## config.mk

```make
export PLATFORM = sky130hd
export DESIGN_NAME = fifo_rd_arbiter
export DESIGN_NICKNAME = d
export VERILOG_FILES = /design/src/rtl/fifo_arb_pkg.sv /design/src/rtl/rr_pick.sv /design/src/rtl/fifo_rd_arbiter.sv
export SDC_FILE = /design/constraint.sdc
export NUM_CORES = 1
export LEC_CHECK = 0
export CAP_MARGIN = 20
export CORE_MARGIN = 2
export CORE_UTILIZATION = 60
export DETAILED_ROUTE_END_ITERATION = 8
export DONT_BUFFER_PORTS = 1
export PLACE_DENSITY = 0.76
export SYNTH_ARGS = -nofsm -noshare
export SYNTH_HDL_FRONTEND = slang
export SYNTH_SLANG_ARGS = --single-unit
```

## constraint.sdc

```tcl
create_clock -name CLK -period 3.07 [get_ports CLK]
set_clock_uncertainty 0.05 [all_clocks]
set_input_delay 0.307 -clock CLK [delete_from_list [all_inputs] [get_ports CLK]]
set_output_delay 0.307 -clock CLK [all_outputs]
set_load 0.02 [all_outputs]
```

## src/rtl/fifo_arb_pkg.sv

```systemverilog
// Shared types for the FIFO read arbiter: flit type encoding, arbiter FSM states
// and the position of the type field inside a flit.
package fifo_arb_pkg;

  typedef enum logic [1:0] {
    BODY   = 2'b00,
    TAIL   = 2'b01,
    HEAD   = 2'b10,
    SINGLE = 2'b11
  } flit_type_e;

  typedef enum logic {
    ST_IDLE   = 1'b0,
    ST_LOCKED = 1'b1
  } arb_state_e;

  function automatic int flit_type_msb(input int flit_w);
    return flit_w - 1;
  endfunction

  function automatic int flit_type_lsb(input int flit_w);
    return flit_w - 2;
  endfunction

endpackage

```

## src/rtl/rr_pick.sv

```systemverilog
// Combinational rotating-priority picker: first requester at or above ptr wins, wrapping
// modulo NUM_IN. Zero latency, no backpressure; gnt_oh is all-zero when nothing requests.
module rr_pick #(
  parameter int NUM_IN = 4,
  parameter int IDX_W  = $clog2(NUM_IN)
) (
  input  logic [NUM_IN-1:0] req,
  input  logic [IDX_W-1:0]  ptr,
  output logic [NUM_IN-1:0] gnt_oh,
  output logic [IDX_W-1:0]  gnt_idx
);

  logic             w_found;
  int               w_j;
  logic [IDX_W-1:0] w_cand;

  always_comb begin
    gnt_oh  = '0;
    gnt_idx = '0;
    w_found = 1'b0;
    w_j     = 0;
    w_cand  = '0;
    for (int k = 0; k < NUM_IN; k++) begin
      w_j = int'(ptr) + k;
      if (w_j >= NUM_IN) w_j = w_j - NUM_IN;
      w_cand = IDX_W'(w_j);
      if (!w_found && req[w_cand]) begin
        w_found         = 1'b1;
        gnt_oh[w_cand]  = 1'b1;
        gnt_idx         = w_cand;
      end
    end
  end

endmodule

```

## src/rtl/fifo_rd_arbiter.sv

```systemverilog
// Packet-atomic round-robin scheduler over NUM_IN FWFT FIFO read ports; 1-cycle RINC->OUT_VALID,
// RINC held low while the output register is full and stalled. ARB_WATCHDOG_EN adds a stall watchdog.
module fifo_rd_arbiter
  import fifo_arb_pkg::*;
#(
  parameter int NUM_IN  = 4,
  parameter int FLIT_W  = 34,
  parameter int IDX_W   = $clog2(NUM_IN),
  parameter int TIMEOUT = 64
) (
  input  logic                     CLK,
  input  logic                     RST,
  input  logic [NUM_IN-1:0]        REMPTY,
  input  logic [NUM_IN*FLIT_W-1:0] RDATA,
  output logic [NUM_IN-1:0]        RINC,
  output logic                     OUT_VALID,
  input  logic                     OUT_READY,
  output logic [FLIT_W-1:0]        OUT_DATA,
  output logic [IDX_W-1:0]         OUT_SRC,
  output logic                     LOCKED,
  output logic                     ERR
);

  localparam int TMSB = flit_type_msb(FLIT_W);
  localparam int TLSB = flit_type_lsb(FLIT_W);

  arb_state_e        r_state, w_state_nxt;
  logic [IDX_W-1:0]  r_rr_ptr, w_rr_ptr_nxt;
  logic [IDX_W-1:0]  r_gnt, w_gnt_nxt;
  logic              r_out_vld;
  logic [FLIT_W-1:0] r_out_dat;
  logic [IDX_W-1:0]  r_out_src;

  logic [NUM_IN-1:0] w_pick_oh;
  logic [IDX_W-1:0]  w_pick_idx;
  logic              w_slot_free;
  logic              w_pop;
  logic [IDX_W-1:0]  w_pop_idx;
  logic [FLIT_W-1:0] w_flit;
  flit_type_e        w_ftype;
  logic              w_timeout;
  logic [FLIT_W-1:0] w_port_dat [NUM_IN];

  function automatic logic [IDX_W-1:0] wrap_inc(input logic [IDX_W-1:0] idx);
    if (idx == IDX_W'(NUM_IN - 1)) return '0;
    return idx + IDX_W'(1);
  endfunction

  for (genvar gi = 0; gi < NUM_IN; gi++) begin : g_port
    assign w_port_dat[gi] = RDATA[gi*FLIT_W +: FLIT_W];
  end

  rr_pick #(
    .NUM_IN (NUM_IN),
    .IDX_W  (IDX_W)
  ) u_rr_pick (
    .req     (~REMPTY),
    .ptr     (r_rr_ptr),
    .gnt_oh  (w_pick_oh),
    .gnt_idx (w_pick_idx)
  );

  assign w_slot_free = !r_out_vld || OUT_READY;

  // Pop gated by reset so no flit is drawn out of a FIFO only to be dropped.
  always_comb begin
    w_pop     = 1'b0;
    w_pop_idx = r_gnt;
    if (r_state == ST_IDLE) begin
      w_pop_idx = w_pick_idx;
      w_pop     = (|w_pick_oh) && w_slot_free && !RST;
    end else begin
      w_pop     = !REMPTY[r_gnt] && w_slot_free && !RST;
    end
  end

  assign w_flit  = w_port_dat[w_pop_idx];
  assign w_ftype = flit_type_e'(w_flit[TMSB:TLSB]);
  assign RINC    = w_pop ? (NUM_IN'(1) << w_pop_idx) : '0;

  // BODY/TAIL seen while idle fall through as single-flit packets: no lock taken.
  always_comb begin
    w_state_nxt  = r_state;
    w_rr_ptr_nxt = r_rr_ptr;
    w_gnt_nxt    = r_gnt;
    case (r_state)
      ST_IDLE: begin
        if (w_pop) begin
          w_rr_ptr_nxt = wrap_inc(w_pop_idx);
          if (w_ftype == HEAD) begin
            w_state_nxt = ST_LOCKED;
            w_gnt_nxt   = w_pop_idx;
          end
        end
      end
      ST_LOCKED: begin
        if (w_pop && (w_ftype == TAIL || w_ftype == SINGLE)) begin
          w_state_nxt = ST_IDLE;
        end else if (w_timeout) begin
          w_state_nxt  = ST_IDLE;
          w_rr_ptr_nxt = wrap_inc(r_gnt);
        end
      end
      default: w_state_nxt = ST_IDLE;
    endcase
  end

  always_ff @(posedge CLK) begin
    if (RST) begin
      r_state   <= ST_IDLE;
      r_rr_ptr  <= '0;
      r_gnt     <= '0;
      r_out_vld <= 1'b0;
      r_out_dat <= '0;
      r_out_src <= '0;
    end else begin
      r_state  <= w_state_nxt;
      r_rr_ptr <= w_rr_ptr_nxt;
      r_gnt    <= w_gnt_nxt;
      if (w_pop) begin
        r_out_vld <= 1'b1;
        r_out_dat <= w_flit;
        r_out_src <= w_pop_idx;
      end else if (OUT_READY) begin
        r_out_vld <= 1'b0;
      end
    end
  end

`ifdef ARB_WATCHDOG_EN
  localparam int CNT_W = $clog2(TIMEOUT + 1);

  logic [CNT_W-1:0] r_stall_cnt;
  logic             r_err;
  logic             w_stall;

  assign w_stall   = (r_state == ST_LOCKED) && REMPTY[r_gnt];
  assign w_timeout = w_stall && (r_stall_cnt == CNT_W'(TIMEOUT - 1));

  always_ff @(posedge CLK) begin
    if (RST) begin
      r_stall_cnt <= '0;
      r_err       <= 1'b0;
    end else if (w_pop) begin
      r_stall_cnt <= '0;
    end else if (w_timeout) begin
      r_stall_cnt <= '0;
      r_err       <= 1'b1;
    end else if (w_stall) begin
      r_stall_cnt <= r_stall_cnt + CNT_W'(1);
    end
  end

  assign ERR = r_err;
`else
  logic w_unused_timeout;

  assign w_unused_timeout = (TIMEOUT > 0);
  assign w_timeout        = 1'b0;
  assign ERR              = 1'b0;
`endif

  assign OUT_VALID = r_out_vld;
  assign OUT_DATA  = r_out_dat;
  assign OUT_SRC   = r_out_src;
  assign LOCKED    = (r_state == ST_LOCKED);

endmodule
```

Word level (Yosys, flattened, before mapping) --
Index checks and enable logic that the tools add are counted.
Operators by class: bitwise gates (word level) 6, shifts and indexed selects 1, reductions and logical operators 24, mux-type cells 52, magnitude comparators 14, equality and inequality tests 5, $add $sub $neg 8
Operators with widths (number):
- $bmux W34 S2 | 1
- $mux W34 | 2
- $mux W2 | 13
- $mux W1 | 21
- $mux W4 | 5
- $lt A2 B3 Y1 const B | 5
- $ge A3 B3 Y1 const B | 4
- $logic_and A1 B1 Y1 | 12
- $or A4 B4 Y4 | 3
- $bmux W1 S2 | 5
- $demux W1 S2 | 4
- $ge A2 B1 Y1 const B | 4
- $sub A2 B1 Y2 const B | 4
- $add A2 B2 Y3 const B | 2
- $eq A2 B2 Y1 const B | 3
- $logic_not A1 Y1 | 6
- $not A4 Y4 | 1
- $reduce_or A4 Y1 | 1
- $shl A1 B2 Y4 const A | 1
- $add A2 B1 Y3 const B | 1
- $ge A2 B3 Y1 const B | 1
- $not A2 Y3 | 1
- $reduce_and A3 Y1 | 1
- $add A2 B1 Y2 const B | 1
- 7 further kinds | 8
Storage, ports and cells: output and inout port bits 43, bits in registers 42, input port bits 143

Longest topological paths before layout --
Gate-level depths: netlist of run 1.
depth after elaboration 24, gate-level depth with buffers 14

Hierarchy --
Synthesis of run 1 repeated with hierarchy kept, for this count alone.
Unflattened totals: cells, all modules 490, area, all modules 3155.5 um2
Modules (own cells, without submodules):
- fifo_rd_arbiter | cells an instance 425, instances 1, area an instance 2666.3 um2
- rr_pick | cells an instance 65, instances 1, area an instance 489.2 um2

Worst setup path before layout of run 1 --
No wires, ideal clock.
path type reg2out, start register r_rr_ptr[0], end output port RINC[0], cell stages (with the launch flop) 13, arrival 2.538 ns, path buffers 4, path slack 0.175 ns, required time 2.713 ns, cells stage by stage dfxtp_1 > buf_6 > inv_1 > ha_1 > mux2_2 > o22ai_1 > a221o_1 > buf_4 > inv_4 > buf_4 > buf_4 > ha_1 > and2_1
Between the ends: cells in the longest elaborated chain, start to end 19, elaborated cells between the ends (all ways) 70, those cells by class add/sub (7); order compare (12); shift (1); mux (34); bitwise (3); reduce/logical (13)
Ends and longest elaborated chain:
- from (decl) | RTL line fifo_rd_arbiter.sv:28 | logic [IDX_W-1:0] r_rr_ptr, w_rr_ptr_nxt;
- from (signal assigned) | RTL line fifo_rd_arbiter.sv:118 | r_rr_ptr <= w_rr_ptr_nxt;
- branches (longest 18 deep; another with $add A2 B1 Y3)
- $mux W4 * | RTL line fifo_rd_arbiter.sv:79 | assign RINC = w_pop ? (NUM_IN'(1) << w_pop_idx) : '0;
- to (decl) | RTL line fifo_rd_arbiter.sv:15 | output logic [NUM_IN-1:0] RINC,
Every way passes the cells marked *. The select of a mux whose other input is x is not followed.

Worst setup path in the final report of run 1 --
start register r_rr_ptr[0], end output port RINC[1]
The elaborated chain is that of the path after synthesis.

==> results of run 1 <==
[sequential cells by signal, summed over array words and instances, names as in the netlist]
name and cells:
LOCKED 1, OUT_DATA 34, OUT_SRC 2, OUT_VALID 1, r_gnt 2, r_rr_ptr 2
[cell families (layout without fill, tap and decap cells)]
kind of cell | after synthesis | in the layout | synth area share [%]
AOI/OAI and AO/OA | 104 | 104 | 21.64
adders and majority gates | 8 | 8 | 3.660
buffers and inverters | 32 | 28 | 6.953
DFF | 42 | 42 | 30.74
muxes | 54 | 54 | 22.19
other | 1 | 1 | 0.1371
and+or+nand+nor | 94 | 94 | 14.68
[layer usage]
layer / wire length (µm) / global-route usage (%)
met5: 0 / 0
met4: 78 / 5.241
met3: 628 / 7.314
met2: 3714 / 44.65
met1: 2700 / 30.66
[worst max-delay path, delay by kind of cell (launching register included)]
| family | cells | cell delay, ns |
|---|---|---|
| flops | 1 | 0.33 |
| buf+inv | 2 | 0.29 |
| fa+ha+maj | 2 | 0.55 |
| compound gates | 2 | 0.53 |
| mux | 1 | 0.35 |
| simple gates | 1 | 0.23 |
[path summary, 6_finish.rpt]
path / end / depth (start not counted)
hold / removal: r_rr_ptr[0] / 1
setup / recovery: RINC[1] / 8
hold reg to reg: r_gnt[1] / 2
setup reg to reg: LOCKED / 10
[cells in the mapped netlist, types with 2 or more instances]
master / number / area, µm²
sky130_fd_sc_hd__clkbuf_1: 7 / 26.28
sky130_fd_sc_hd__a21oi_2: 2 / 17.52
sky130_fd_sc_hd__nand2_1: 64 / 240.2
sky130_fd_sc_hd__buf_2: 6 / 30.03
sky130_fd_sc_hd__a21oi_1: 59 / 295.3
sky130_fd_sc_hd__mux4_2: 5 / 112.6
sky130_fd_sc_hd__inv_1: 6 / 22.52
sky130_fd_sc_hd__buf_4: 6 / 45.04
sky130_fd_sc_hd__and2_1: 6 / 37.54
sky130_fd_sc_hd__buf_6: 5 / 56.30
sky130_fd_sc_hd__a211oi_2: 3 / 37.54
sky130_fd_sc_hd__nor2_1: 14 / 52.55
sky130_fd_sc_hd__mux2i_1: 46 / 460.4
sky130_fd_sc_hd__nand2b_1: 2 / 12.51
sky130_fd_sc_hd__dfxtp_1: 42 / 840.8
sky130_fd_sc_hd__nor3_1: 2 / 10.01
sky130_fd_sc_hd__mux2_2: 3 / 33.78
sky130_fd_sc_hd__ha_1: 8 / 100.1
sky130_fd_sc_hd__o21ai_0: 31 / 155.2
[area by class of cell]
type                            instances  area, µm²
Inverter                                7      38.79
Sequential cell                        42      840.8
Tap cell                               52      65.06
Clock buffer                            6      82.58
Clock inverter                          2      60.06
Fill cell                             383       1444
Timing Repair Buffer                   12      132.6
Multi-Input combinational cell        261       1712
Timing Repair inverter                  1      8.758
[through the flow]
| step | util [%] | instances | power, mW | worst slack [ns] |
|---|---|---|---|---|
| 3_5_place_dp | 62.07 | 371 | 3.011 | 0.1531 |
| 4_1_cts | 65.44 | 379 | 3.557 | 0.007439 |
| 5_1_grt | 67.07 | 383 | 3.959 | 0.02376 |
| 2_1_floorplan | - | 335 | 2.682 | 0.1746 |
| 6_report | 67.07 | 383 | 3.690 | 0.1220 |
| 3_3_place_gp | 62.07 | 371 | 2.947 | 0.3198 |
[repair_timing]
item,in CTS,in global routing
buffers inserted,0,2
gates resized for setup,2,7
cloned,0,2
setup endpoints to repair,2,4
pin swaps,0,1
hold buffers,0,0
[power by group through the flow]
stage                     Clock [mW]  Combinational, mW  Sequential (mW)
after global routing           0.566               2.22             1.17
after detailed placement           0               1.85             1.16
after global placement             0               1.79             1.16
after CTS                      0.546               1.86             1.15
final                          0.536               2.01             1.15
after floorplan                    0               1.58             1.10
==> out/results.md, run 1 <==
Floorplan
• horizontal extent of the die: 71.52 µm
• chip height: 71.52 µm
• area of the core: 4384 µm²
• Die Outline Area: 5114 µm²
• initial standard-cell utilization of the core: 62.39%
• count of pins on the block boundary: 186
• floorplan row count: 24

Power
• Pleak: 1.245 nW
• fraction of power consumed by the clock network: 14.5%
• switching power summed over all nets: 1.702 mW
• maximum vdd ir drop: 0.6060 mV
• cell-internal power: 1.988 mW
• sequential cell fraction of total power: 31.1%
• combinational fraction of design power: 54.4%
• fraction of power spent switching nets: 46.13%
• Power Dens Cells: 1255 nW/µm²

Critical path
• cell with the biggest individual delay on the critical path: sky130_fd_sc_hd__ha_2
• Worst Path Class, Setup: reg2out
• crit end category: primary output
• register-to-register path setup slack: 0.31 ns
• Req. time, crit path: 2.71 ns
• Max FO, Critical Path: 16
• critical path launch point: r_rr_ptr[0]
• reg2reg start: r_rr_ptr[0]
• critical path, cell by cell: inv_1 -> ha_2 -> mux2_2 -> o22ai_1 -> a221o_2 -> buf_12 -> ha_1 -> and2_1
• Slowest Stage Delay on Critical Path: 0.39 ns
• worst path arrival time: 2.59 ns
• startpoint types: flop

Global routing
• number of antenna violations at the first check in global routing: 0
• combined global-route utilization of all metal layers: 25.29%
• vias in the first global route: 2158
• grt total ovfl: 0
• wire length of the first global-routing pass: 10.29 mm
• pin count of the biggest net entering global routing: 34

Synth
• netlist area before placement: 2735 µm²
• part of the Yosys area used for sequential elements: 30.74%
• count of cell types in the netlist: 37
• top_reg_cell synth: sky130_fd_sc_hd__dfxtp_1
• asr flop ratio synth: 0%
• post-synthesis sequential element count: 42
• Avg Cell Area, Syn: 8.165 µm²
• count of mapped cells out of synthesis: 335
• Post-Synthesis Net Count: 486
• number of enable-type register cells in the synthesized netlist: 0
• Yosys warnings: 0

Clock network
• clock input transition at the sequential cells of the worst setup and hold paths: 0.08 ns
• number of buffers added by the clock tree synthesis step: 5
• CTS tree: done
• buffer type at the clock tree root: sky130_fd_sc_hd__clkbuf_8
• number of sinks handled by clock tree synthesis: 42
• htree depth: 2
• Max Root-Sink Buffers: 2
• insertion delay to the later sink of the worst-skew pair: 0.29 ns

Timing
• endpoints failing setup: 0
• post-route clock period utilization: 96.02%
• shortest clock period the worst path allows after layout: 2.948 ns
• Worst slew margin: 41.59%
• final-report hold violation count: 0
• Worst-Margin Slew: 0.8746 ns
• maximum frequency from static timing analysis: 0.3392 GHz
• number of max-slew violations in the final report: 0
• Post-Route Hold Slack: 0.03175 ns
• RSZ-0062 raised after global routing: no
• setup TNS: 0 ns

Final layout
• layout cell share with drive strength beyond 1: 12.39%
• post-route design area: 2940 µm²
• highest-count cells in the layout ignoring fill and taps: sky130_fd_sc_hd__nand2_1 (64), sky130_fd_sc_hd__a21oi_1 (59), sky130_fd_sc_hd__mux2i_1 (46)
• area growth from synthesis to layout: 7.502%
• net count of the finished layout: 481
• antenna diode count: 0
• most common cell after layout, fill and taps aside: sky130_fd_sc_hd__nand2_1

Flow run
• Maximum Capacitance Violations: 0

Placement
• cell area after placement: 2721 µm²
• HPWL after detailed placement: 5.194 mm
• total of buffers placed on input and output ports: 0
• RD Place Congestion: 0.8521

Run status
• result of the run: finished, final reports clean

Worst hold path
• class of the worst hold path: in2reg
• Min-Delay Startpoint: RST

Route
• number of DRC markers in iteration 0: 126
• Via density: 6.282
• total via count after detailed routing: 2406
• Antenna Violating Nets Remaining: 0
• DRT Wirelength: 7.121 mm
• number of remaining DRC errors: 0
• count of TritonRoute iterations in the first routing pass: 4
• WL per Instance: 18.59 µm

Power figures use the tool's default switching activity.
==> run 2: changes to the inputs <==
--- a/config.mk
+++ b/config.mk
@@ -7,10 +7,9 @@
 export LEC_CHECK = 0
 export CAP_MARGIN = 20
 export CORE_MARGIN = 2
-export CORE_UTILIZATION = 60
+export CORE_UTILIZATION = 25
 export DETAILED_ROUTE_END_ITERATION = 8
 export DONT_BUFFER_PORTS = 1
-export PLACE_DENSITY = 0.76
 export SYNTH_ARGS = -nofsm -noshare
 export SYNTH_HDL_FRONTEND = slang
 export SYNTH_SLANG_ARGS = --single-unit
==> run 2 against run 1 <==
  * Die area rose by 130%
  * Largest power group unchanged
  * Hold slack got worse by 0.0085 ns
  * Via count down 1.1%
  * Sequential share of layout area fell by 0.51 points
==> out/results.md, run 2 (synthesized netlist as in run 1, its figures left out) <==
Clock network
• CTS tree: done
• number of setup buffers added after CTS: 0
• number of sinks handled by clock tree synthesis: 42
• insertion delay to the later sink of the worst-skew pair: 0.29 ns
• Max Root-Sink Buffers: 2
• number of buffers added by the clock tree synthesis step: 5
• htree depth: 2
• buffer type at the clock tree root: sky130_fd_sc_hd__clkbuf_8
• clock input transition at the sequential cells of the worst setup and hold paths: 0.09 ns
• hold bufs inserted after CTS: 0

Global routing
• grt total ovfl: 0
• number of antenna violations at the first check in global routing: 0
• wire length of the first global-routing pass: 11.59 mm
• vias in the first global route: 2276
• combined global-route utilization of all metal layers: 12.71%
• pin count of the biggest net entering global routing: 35

Floorplan
• chip height: 108.6 µm
• area of the core: 10750 µm²
• horizontal extent of the die: 108.6 µm
• Die Outline Area: 11790 µm²
• count of pins on the block boundary: 186
• initial standard-cell utilization of the core: 25.45%
• floorplan row count: 38

Power
• fraction of power consumed by the clock network: 11.8%
• fraction of power spent switching nets: 48.45%
• Power Dens Cells: 1188 nW/µm²
• Pleak: 1.218 nW
• sequential cell fraction of total power: 32.2%
• switching power summed over all nets: 1.723 mW
• maximum vdd ir drop: 0.2960 mV
• combinational fraction of design power: 55.9%
• cell-internal power: 1.833 mW

Route
• count of TritonRoute iterations in the first routing pass: 4
• DRT Wirelength: 7.727 mm
• number of DRC markers in iteration 0: 87
• WL per Instance: 16.51 µm
• total via count after detailed routing: 2380
• number of remaining DRC errors: 0
• Via density: 5.085
• Antenna Violating Nets Remaining: 0

Final layout
• antenna diode count: 0
• filler cell count: 1198
• most common cell after layout, fill and taps aside: sky130_fd_sc_hd__nand2_1
• highest-count cells in the layout ignoring fill and taps: sky130_fd_sc_hd__nand2_1 (64), sky130_fd_sc_hd__a21oi_1 (59), sky130_fd_sc_hd__mux2i_1 (46)
• area growth from synthesis to layout: 9.469%
• post-route insts no fill: 468
• max reg flops: 34
• net count of the finished layout: 478
• layout cell share with drive strength beyond 1: 12.20%

Flow run
• Maximum Capacitance Violations: 0

Critical path
• worst path arrival time: 2.58 ns
• Req. time, crit path: 2.71 ns
• crit end category: primary output
• Max FO, Critical Path: 10
• reg2reg start: r_rr_ptr[0]
• critical path launch point: r_rr_ptr[0]
• Worst Path Class, Setup: reg2out
• startpoint types: flop

Placement
• total of buffers placed on input and output ports: 0
• post-placement setup slack: 0.1440 ns
• RD Place Congestion: 0.7988
• HPWL after detailed placement: 5.733 mm
• post-placement cell count: 460

Timing
• post-layout worst setup margin: 0.1334 ns
• Worst slew margin: 35.30%
• post-route clock period utilization: 95.65%
• endpoints failing setup: 0
• shortest clock period the worst path allows after layout: 2.937 ns
• final-report hold violation count: 0
• number of max-slew violations in the final report: 0
• Worst-Margin Slew: 0.9687 ns
• RSZ-0062 raised after global routing: yes
• maximum frequency from static timing analysis: 0.3405 GHz

Worst hold path
• Min-Delay Startpoint: RST
• class of the worst hold path: in2reg

Run status
• result of the run: finished, final reports clean

## run 2: area by class of cell
class                      instances  area, µm²  area share (%)
sequential                        42      840.8           28.08
clock buffer                       8      110.1           3.677
inverter                           7      33.78           1.128
multi-input combinational        261       1722           57.50
tap                              140      175.2           5.850
timing repair buffer              10      112.6           3.761
## run 2: stage by stage
step / total power [mW] / setup TNS (ns) / instance area [µm²] / hold WS (ns) / util [%]
final: 3.556 / 0 / 2994 / 0.02322 / 27.86
after global routing: 3.847 / -0.04381 / 2994 / 0.001174 / 27.86
after CTS: 3.571 / -0.08391 / 2973 / 0.009515 / 27.67
after detailed placement: 3.129 / 0 / 2859 / 0.3313 / 26.61
after global placement: 3.047 / 0 / 2859 / 0.3296 / 26.61
after floorplan: 2.682 / 0 / 2735 / 0.3959 / -
## run 2: power groups by stage
stage	Clock [mW]	Sequential, mW	Combinational [mW]
floorplan	0	1.10	1.58
global placement	0	1.16	1.89
detailed placement	0	1.16	1.97
CTS	0.443	1.15	1.98
global route	0.460	1.17	2.21
finish	0.420	1.15	1.99
## run 2: final timing paths
path | to | slack (ns) | depth (start not counted)
setup / recovery | RINC[1] | 0.13 | 8
setup reg to reg | OUT_DATA[23] | 0.32 | 9
hold / removal | OUT_DATA[28] | 0.02 | 1
hold reg to reg | r_gnt[1] | 0.43 | 2
## run 2: critical path, stage by stage (launching register included)
cell                       delay [ns]
sky130_fd_sc_hd__dfxtp_1         0.32
sky130_fd_sc_hd__buf_4           0.17
sky130_fd_sc_hd__or3b_1          0.39
sky130_fd_sc_hd__a211oi_2        0.24
sky130_fd_sc_hd__a211oi_2        0.10
sky130_fd_sc_hd__a21oi_2         0.50
sky130_fd_sc_hd__inv_1           0.14
sky130_fd_sc_hd__ha_1            0.21
sky130_fd_sc_hd__and2_2          0.21
## run 2: repair_timing
item,in CTS,in global routing
resized for setup,1,11
pin swaps,0,1
endpoints found under the setup margin,4,14
## run 2: metal layers
layer  global-route usage [%]  wire length [µm]  vias to the layer above
met4                    4.212                58                        0
met2                    21.96              3846                      114
met3                    3.858               614                        4
met5                        0                 0                        -
li1                         -                 -                     1154
met1                    14.93              3207                     1108
==> RTL edit: new RTL, settings of run 1 <==
Add a define of `ARB_WATCHDOG_EN`.
--- a/src/rtl/fifo_rd_arbiter.sv
+++ b/src/rtl/fifo_rd_arbiter.sv
@@ -1,4 +1,6 @@
 // Packet-atomic round-robin scheduler over NUM_IN FWFT FIFO read ports; 1-cycle RINC->OUT_VALID,
 // RINC held low while the output register is full and stalled. ARB_WATCHDOG_EN adds a stall watchdog.
+`define ARB_WATCHDOG_EN
+
 module fifo_rd_arbiter
   import fifo_arb_pkg::*;
Behaviour: same outputs for any inputs over 4 cycles, from zero or initial values and one cycle with RST high; that may be too few to reach the edited logic, so the function may still have changed.
==> RTL edit against run 1 <==
Combinational power shrank 4%; register-to-register slack better by 0.08 ns; setup slack improved by 0.032 ns; global-route usage grew 1.6 points; final area increased by 13%; critical endpoint is now RINC[0]; critical path depth rose by 1; area after synthesis rose by 18%; routed wire length is 16% higher; sequential cell count up 8; non-clock buffer count fell by 1; total power shrank 4.6%; maximum frequency is 1.1% higher.
==> RTL edit: results (changes against run 1) <==
Drt
  • Total number of vias: 3021 (+26%)
  • DRT Pass-1 Iters: 4 (unchanged)
  • Routed Wire Length: 8240 um (+16%)
  • DR iter-0 viols: 144 (+14%)

Global routing
  • Total track usage: 0.269 (+0.0159)
  • Largest net degree at the start of global routing: 48 (+41%)
  • First-pass GRT wire length: 13200 um (+28%)
  • Vias in the first global route: 2836 (+31%)

Yosys
  • Post-synth top cells: nand2_1, dfxtp_1, a21oi_1, a221o_1, buf_2
  • Ys Warns: 0 (unchanged)
  • Post-Syn Nets: 585 (+20%)
  • Seq/Total Area, Yosys: 0.310 (+0.00303)
  • Fraction of registers with async set/reset: 0 (unchanged)
  • Area contributors post-synth: dfxtp_1, nand2_1, a221o_1, a21oi_1, ha_1
  • Number of distinct library cells after synthesis: 55 (+49%)

Status
  • Outcome: complete, no violations

Clock tree
  • Clk root buf: clkbuf_8
  • Num CTS Buffers: 5 (unchanged)
  • H-tree levels: 2 (unchanged)
  • Hold_buf cts: 1 (+1)
  • Max Root-Sink Buffers: 2 (unchanged)
  • Buffer count from post-CTS setup fixing: 0 (unchanged)
  • CTS resizes: 3 (+1)
  • Worst-skew pair later-pin latency: 0.30 ns
  • Clock-pin slew on the worst setup and hold paths: 0.10 ns (+0.02 ns)

Critical path
  • CP Max Fanout: 21 (+5)
  • Critical path arrival: 2.56 ns (-0.03 ns)
  • Reg2Reg Setup Slack: 0.39 ns (+0.08 ns)

Placement
  • Placed cell area: 3160 sq um (+16%)
  • Placer Congestion: 0.866 (+1.6%)
  • Final HPWL DP: 6010 um (+16%)

Cells and area
  • # nets final: 570 (+19%)
  • Largest register FFs: 34 (unchanged)
  • Layout cells sized above 1: 0.0813 (-0.0425)

Pwr
  • Pleak: 1.45 nW (+17%)
  • Peak supply drop: 0.000528 V (-13%)

Hold path
  • Worst Hold Class: primary input to flop

STA
  • Worst-Margin Slew: 0.619 ns (-0.256 ns)
==> RTL edit: cell types whose count changed after synthesis, moves of 8 or more <==
cell / change
a21oi_1: -23
a221o_1: +33
buf_2: +10
dfxtp_1: +8
mux2i_1: -42
nand2_1: +109
o21ai_0: -29
==> RTL edit: layout make-up <==
| class | count | area [sq um] |
|---|---|---|
| flip-flops and latches | 50 | 1000 |
| fillers | 480 | 1820 |
| repair buffers | 11 | 104 |
| well taps | 70 | 87.6 |
| multi-input cells | 344 | 1990 |
| clock buffers | 6 | 82.6 |
| inverters | 6 | 27.5 |
| clock inverters | 1 | 30.0 |
==> RTL edit: metal layers <==
metal  vias up  global-route usage  share of wire
met5         -                   0              0
met4         0              0.0839          0.012
met3        10              0.0765          0.092
met2       147               0.473           0.49
met1      1397               0.314           0.41
li1       1467                   -              -
==> RTL edit: cell families (layout without fill, tap and decap cells) <==
| kind of cell | Yosys count | after routing | synth area share |
|---|---|---|---|
| AOI/OAI and AO/OA | 89 | 89 | 0.211 |
| xor gates and xnor gates | 6 | 6 | 0.0163 |
| adders and majority gates | 9 | 9 | 0.0349 |
| buffers and inverters | 39 | 24 | 0.0784 |
| DFF | 50 | 50 | 0.310 |
| muxes | 8 | 8 | 0.0310 |
| and+or+nand+nor | 232 | 232 | 0.317 |
==> RTL edit: final timing paths <==
path / startpoint / endpoint / depth (start not counted)
worst max-delay path: r_rr_ptr[0]$_SDFFE_PP0P_ / RINC[0] / 9
worst min-delay path: RST / r_rr_ptr[1]$_SDFFE_PP0P_ / 1
worst max register to register: r_rr_ptr[0]$_SDFFE_PP0P_ / r_gnt[0]$_SDFFE_PP0P_ / 10
worst min register to register: r_stall_cnt[6]$_SDFFE_PP0P_ / r_stall_cnt[6]$_SDFFE_PP0P_ / 1
==> RTL edit: metrics by stage <==
| step | setup WS [ns] | total power [mW] | std cells | hold WS (ns) | utilization |
|---|---|---|---|---|---|
| detailed placement | 0.224 | 2.99 | 478 | 0.332 | 0.614 |
| finish | 0.154 | 3.52 | 488 | 0.0180 | 0.647 |
| global placement | 0.272 | 2.95 | 478 | 0.329 | 0.614 |
| CTS | 0.0414 | 3.49 | 486 | 0.00146 | 0.640 |
| global route | 0.00349 | 3.82 | 488 | 0.00203 | 0.647 |
| floorplan | 0.163 | 2.74 | 433 | 0.421 | - |
==> RTL edit: critical path, stage by stage, from the launching register on <==
cell,delay [ns]
dfxtp_1,0.35
inv_1,0.10
ha_4,0.34
mux2_4,0.31
a31oi_1,0.16
nand4_1,0.21
nand2_4,0.20
buf_6,0.21
ha_1,0.16
and2_2,0.20
==> RTL edit: power by group <==
part | leakage (nW) | internal, mW | switching [mW]
combinational | 0.986 | 0.759 | 1.17
clock | 0.0573 | 0.261 | 0.211
sequential | 0.410 | 0.820 | 0.300
total | 1.45 | 1.84 | 1.68
